### src/rtl/fifo_wr_arb.sv
// fifo_wr_arb: round-robin burst arbiter feeding NREQ requesters into one FIFO write port.
//   Ports: wclk/wrst (sync active-high reset), rq_valid/rq_data in, rq_ready/rq_gnt out,
//   wfull in, winc/wdata/wcount out.
//   Optional macro FIFO_ARB_WCOUNT_EN enables the 16-bit accepted-word counter on wcount;
//   without it wcount is tied to zero.
module fifo_wr_arb #(
    parameter int DSIZE = 8,
    parameter int NREQ  = 4,
    parameter int BURST = 4
) (
    input  logic                  wclk,
    input  logic                  wrst,
    input  logic [NREQ-1:0]       rq_valid,
    input  logic [NREQ*DSIZE-1:0] rq_data,
    output logic [NREQ-1:0]       rq_ready,
    output logic [NREQ-1:0]       rq_gnt,
    input  logic                  wfull,
    output logic                  winc,
    output logic [DSIZE-1:0]      wdata,
    output logic [15:0]           wcount
);
    localparam int SW = $clog2(NREQ);
    localparam int BW = BURST > 1 ? $clog2(BURST) : 1;

    typedef enum logic {IDLE, BUSY} state_t;

    state_t          state_q;
    logic [SW-1:0]   sel_q, last_q, pick_d;
    logic [BW-1:0]   beat_q;
    logic [NREQ-1:0] gnt_q;
    logic            found_d;

    // First valid requester after the round-robin pointer, wrapping modulo NREQ.
    always_comb begin
        pick_d  = '0;
        found_d = 1'b0;
        for (int k = 1; k <= NREQ; k++) begin
            if (!found_d && rq_valid[(int'(last_q) + k) % NREQ]) begin
                found_d = 1'b1;
                pick_d  = SW'((int'(last_q) + k) % NREQ);
            end
        end
    end

    // gnt_q is only non-zero in BUSY, so it doubles as the state-qualified select.
    assign rq_gnt   = gnt_q;
    assign rq_ready = wfull ? '0 : gnt_q;
    assign winc     = |(rq_valid & rq_ready);
    assign wdata    = state_q == BUSY ? rq_data[sel_q*DSIZE +: DSIZE] : '0;

    always_ff @(posedge wclk) begin
        if (wrst) begin
            state_q <= IDLE;
            sel_q   <= '0;
            last_q  <= SW'(NREQ - 1);
            beat_q  <= '0;
            gnt_q   <= '0;
        end else if (state_q == IDLE) begin
            if (found_d) begin
                state_q <= BUSY;
                sel_q   <= pick_d;
                last_q  <= pick_d;
                beat_q  <= '0;
                gnt_q   <= NREQ'(1) << pick_d;
            end
        end else if (!rq_valid[sel_q] || (winc && beat_q == BW'(BURST - 1))) begin
            state_q <= IDLE;
            beat_q  <= '0;
            gnt_q   <= '0;
        end else if (winc) begin
            beat_q <= beat_q + 1'b1;
        end
    end

`ifdef FIFO_ARB_WCOUNT_EN
    logic [15:0] wcount_q;

    always_ff @(posedge wclk) begin
        if (wrst)
            wcount_q <= '0;
        else if (winc)
            wcount_q <= wcount_q + 16'd1;
    end

    assign wcount = wcount_q;
`else
    assign wcount = '0;
`endif

endmodule

### config.mk
export PLATFORM = sky130hd
export DESIGN_NAME = fifo_wr_arb
export DESIGN_NICKNAME = d
export VERILOG_FILES = /design/src/rtl/fifo_wr_arb.sv
export SDC_FILE = /design/constraint.sdc
export NUM_CORES = 1
export LEC_CHECK = 0
export ABC_AREA = 0
export ABC_CLOCK_PERIOD_IN_PS = 2800
export CAP_MARGIN = 40
export CORE_MARGIN = 5
export CORE_UTILIZATION = 56
export CTS_BUF_LIST = sky130_fd_sc_hd__clkbuf_4 sky130_fd_sc_hd__clkbuf_8
export DETAILED_ROUTE_END_ITERATION = 8
export DONT_BUFFER_PORTS = 1
export PLACE_DENSITY = 0.71
export RECOVER_POWER = 25
export SLEW_MARGIN = 25
export SYNTH_ARGS = -nofsm -noshare
export SYNTH_HDL_FRONTEND = slang
export SYNTH_SLANG_ARGS = --single-unit
export TNS_END_PERCENT = 5
### constraint.sdc
create_clock -name wclk -period 2.8 [get_ports wclk]
set_input_delay 0.42 -clock wclk [delete_from_list [all_inputs] [get_ports wclk]]
set_output_delay 0.42 -clock wclk [all_outputs]
set_load 0.02 [all_outputs]
======== Word level (Yosys, flattened, before mapping) ========
Cells that the tools add are included.
word-level totals
  input port bits ......................... 39
  bits in registers ....................... 11
  output and inout bits ................... 33
  logic and storage cells ................. 78
cells by class
  multiplexer cells ....................... 34
  bitwise logic cells ..................... 6
  $lt $le $gt $ge ......................... 5
  add/subtract/negate cells ............... 5
  equality and inequality tests ........... 3
  shift operators ......................... 2
  reduce and logical (&&, ||, !) cells .... 18
operators with widths
  kind                                                                           number
  32-bit by 6-bit variable part select with 8-bit output                         1
  3-bit by 4-bit less-than comparator with 1-bit output (second input constant)  4
  1-bit two-way mux                                                              16
  2-bit two-way mux                                                              8
  4-bit two-way mux                                                              4
  1-bit binary-select mux with 2-bit select                                      5
  8-bit two-way mux                                                              1
  2-bit OR reduction                                                             4
  2-bit by 1-bit adder with 2-bit output (second input constant)                 3
  2-bit AND reduction                                                            3
  2-bit adder (second input constant)                                            2
  1-bit bitwise AND (first input constant)                                       4
  4-bit bitwise AND                                                              1
  1-bit logical AND                                                              4
  1-bit zero test                                                                4
  4-bit OR reduction                                                             1
  1-bit by 2-bit << shifter with 4-bit output (first input constant)             1
  2-bit by 3-bit less-than comparator with 1-bit output (second input constant)  1
  3-bit by 2-bit inequality test with 1-bit output (second input constant)       1
  2-bit == test (second input constant)                                          1
  2-bit by 1-bit inequality test with 1-bit output (second input constant)       1
  2-bit nonzero test                                                             1
  1-bit logical OR                                                               1
  1-bit inverter                                                                 1

======== Depth between registers and ports, before layout ========
  depth after elaboration ................. 19
  mapped depth ............................ 5
  depth with buffers taken out ............ 5

======== Least setup slack after synthesis ========
OpenSTA, ideal clock, no wires.
  kind .................................... register to output
  start ................................... reg sel_q[0]
  end ..................................... out wdata[0]
  path buffers ............................ 1
  data arrival time ....................... 1221 ps
  cell stages (with the launch flop) ...... 4
  required time ........................... 2380 ps
  setup slack ............................. 1159 ps
  cells stage by stage .................... dfxtp_1 buf_6 mux4_2 and2_1
between the ends
  longest elaborated chain between the ends .. 2
RTL lines
  element                                                 line  RTL
  start: declaration                                      28    logic [SW-1:0] sel_q, last_q, pick_d;
  start signal: assignment                                61    sel_q <= pick_d;
  32-bit by 6-bit variable part select with 8-bit output  49    assign wdata = state_q == BUSY ? rq_data[sel_q*DSIZE +: DSIZE] : '0;
  8-bit two-way mux                                       49
  end: declaration                                        19    output logic [DSIZE-1:0] wdata,
Every way passes these cells.

======== Worst setup path after layout ========
  start ................................... reg sel_q[0]
  end ..................................... out wdata[4]
Same word-level chain as after synthesis.

==> results_dict.tcl <==
set metrics [dict create \
    status "finished clean" \
    synthTopCellsByArea "dfxtp_1, mux4_2, buf_4" \
    ir_drop_uv 304 \
    drtIter0Drc 8 \
    cts_hold_buf 0 \
    startpoint_type "flop" \
    maxSlewViolCount 0 \
    critPathKind "reg -> out" \
    fp.dieH_um 52.2 \
    crit_start "sel_q[0]" \
    dpl.cell_count 128 \
    yosysTopAreaCellShare_pct 22.1 \
    yosys.area.top_type "dfxtp_1" \
    intPower_uw 304 \
    pre_cts_slack_ps 840 \
    slew-limit-headroom_pct 59.5 \
    p_sw_share_pct 36.5 \
    row_count 15 \
    timing.hold.ws_ps 205 \
    synth_edf_count 0 \
    final_util_pct 56.8 \
    port_buffers 0 \
    yosysMostFrequentCell "buf_4" \
    cts_tree "done" \
    cellLeakagePower_nw 0.371 \
    cts.sink_count 11 \
    p_clk_share_pct 25.4 \
    pwr-share-comb_pct 32.1 \
    r2r_start "sel_q[0]" \
    maxCapViolations 0 \
    hp-start "wrst" \
    tightest_slew_ps 607 \
    area_delta_synth_final_pct -2.63 \
    final_antenna_net_count 0 \
    finalSetupTns_ps 0 \
    n_antenna_cell 0 \
    vias 748 \
    totalWireLength_mm 2.18 \
    power_density_nw_per_um2 493 \
    endpoint_kind "primary output" \
    fin_crit_sh_pct 79.9 \
    fin_skew_ps 6.78 \
    multi_input_area_um2 674 \
    drt_pre_antenna_iters 4 \
    worstPathBufferInverterCount 0 \
    slowest_delay_ps 710 \
    async_reset_ff_share_pct 0 \
    hold_path.class "in -> reg" \
    synth_warnings 0 \
    die_x_um 52.2 \
    h-tree-depth 1 \
    dieArea_um2 2720 \
    clk_path_buf_depth 2 \
    rsz0062_at_grt "false" \
    clk-insertion-delay-late_ps 280 \
    worstPathArrival_ps 1820 \
    path_clk_slew_ps 70 \
    gr-total-overflow 0 \
    switching_power_uw 175 \
    drc 0 \
    wl_per_cell_um 16.5 \
    numCtsBuffers 3 \
    synth_ff_type "dfxtp_1" \
    grt_usage_pct 16.3 \
    cp.required_ps 2380 \
    instances_no_fill 132 \
    ys_seq_area_share_pct 22.1 \
    antenna_found_initial 0 \
    p_seq_share_pct 42.5 \
    grt_pass1_wl_mm 3.32 \
    drive_above_1_share_pct 16.8 \
    finalWorstSetupSlack_ps 562 \
    fmax_ghz 0.447 \
    setup_viol_count_final 0 \
    path_cells "mux4_2 > and2_1" \
    cts_setup_buffers 0 \
    ios 72 \
    fin_crit_ps 2240 \
    nets 148 \
    cts.repair.resized 0 \
    syn_avg_cell_area_um2 9.23 \
    netlist_area_um2 997 \
    synthCells 108 \
    seq_area_um2 220 \
    gp_congestion 0.760 \
    fillCellCount 155 \
    ys_types 38 \
    crit_fanout 11 \
    hold_viol 0 \
    crit_family "flip-flops" \
    cpMaxStageDelayCell "dfxtp_1" \
    ys_top_cells_by_count "buf_4, dfxtp_1, and2_1, mux4_2" \
    via_per_inst 5.67 \
    cts-root-buf "clkbuf_4" \
    dp_hpwl_mm 1.79 \
    initial_utilization_pct 58.4 \
    grt_max_degree 16 \
    core_area_um2 1710 \
    synth-seq-cells 11 \
    grt_pass1_vias 732 \
]
## worst paths after layout
check	cells after the start	slack (ps)	end
setup / recovery	2	560	wdata[4]
hold / removal	1	210	sel_q[0]
setup reg to reg	4	1190	beat_q[1]
hold reg to reg	2	510	beat_q[1]
## per-layer routing
| metal | track usage, % | routed length, µm | up-vias |
|---|---|---|---|
| met1 | 17.0 | 741 | 342 |
| met3 | 3.99 | 244 | 5 |
| met4 | 8.51 | 36 | 0 |
| met2 | 29.7 | 1160 | 41 |
| li1 | - | - | 360 |
| met5 | 0 | 0 | - |
## layout make-up
cell class / count / area share, %
well taps: 25 / 3.22
inverters: 4 / 1.55
multi-input cells: 88 / 69.5
clock buffers: 4 / 3.09
flip-flops and latches: 11 / 22.7
## power groups by stage
stage               Combinational (mW)  Sequential (mW)  Clock, mW
floorplan                        0.176            0.190          0
global placement                 0.151            0.207          0
detailed placement               0.153            0.208          0
CTS                              0.154            0.204      0.127
global route                     0.167            0.209      0.135
finish                           0.154            0.203      0.122
## through the flow
step | power, mW | instance area [µm²]
global route | 0.511 | 971
floorplan | 0.366 | 1050
finish | 0.479 | 971
global placement | 0.357 | 941
detailed placement | 0.361 | 941
CTS | 0.485 | 971
## layout by cell type (no fill, tap or decap), types with 2 or more instances in the layout
master | Yosys | routed
and2_1 | 8 | 8
dfxtp_1 | 11 | 11
nor2_1 | 6 | 6
o22ai_1 | 2 | 2
nand2_1 | 4 | 4
nand2b_1 | 6 | 6
or3b_1 | 2 | 2
nand3_1 | 2 | 2
o21ai_1 | 2 | 2
mux2i_1 | 2 | 2
conb_1 | 1 | 16
a21o_1 | 2 | 2
inv_1 | 4 | 4
a21oi_1 | 3 | 3
clkbuf_4 | 0 | 4
nor2b_1 | 4 | 4
o32ai_1 | 4 | 4
mux4_2 | 8 | 8
## logic make-up after synthesis
| group | after synthesis | synth area share, % |
|---|---|---|
| AND/OR/NAND/NOR | 39 | 23.6 |
| buffers and inverters | 24 | 15.9 |
| AO/OA/AOI/OAI | 21 | 15.8 |
| flip-flops | 11 | 22.1 |
| multiplexers | 10 | 20.1 |
| adder cells (fa/ha/maj) | 1 | 1.25 |
| other | 1 | 0.376 |
| XOR/XNOR | 1 | 0.878 |
## flip-flops by register name, summed over array words and instances, names as in the netlist
name	flops
rq_gnt	4
beat_q	2
last_q	2
sel_q	2
state_q	1
## worst register-to-register path, stage by stage, from the launching register on
cell and delay, ps:
dfxtp_1 710, mux2i_1 250, o22ai_1 110, a22oi_2 270, o22ai_1 140
Note: power is estimated with default switching activity, not from simulation.
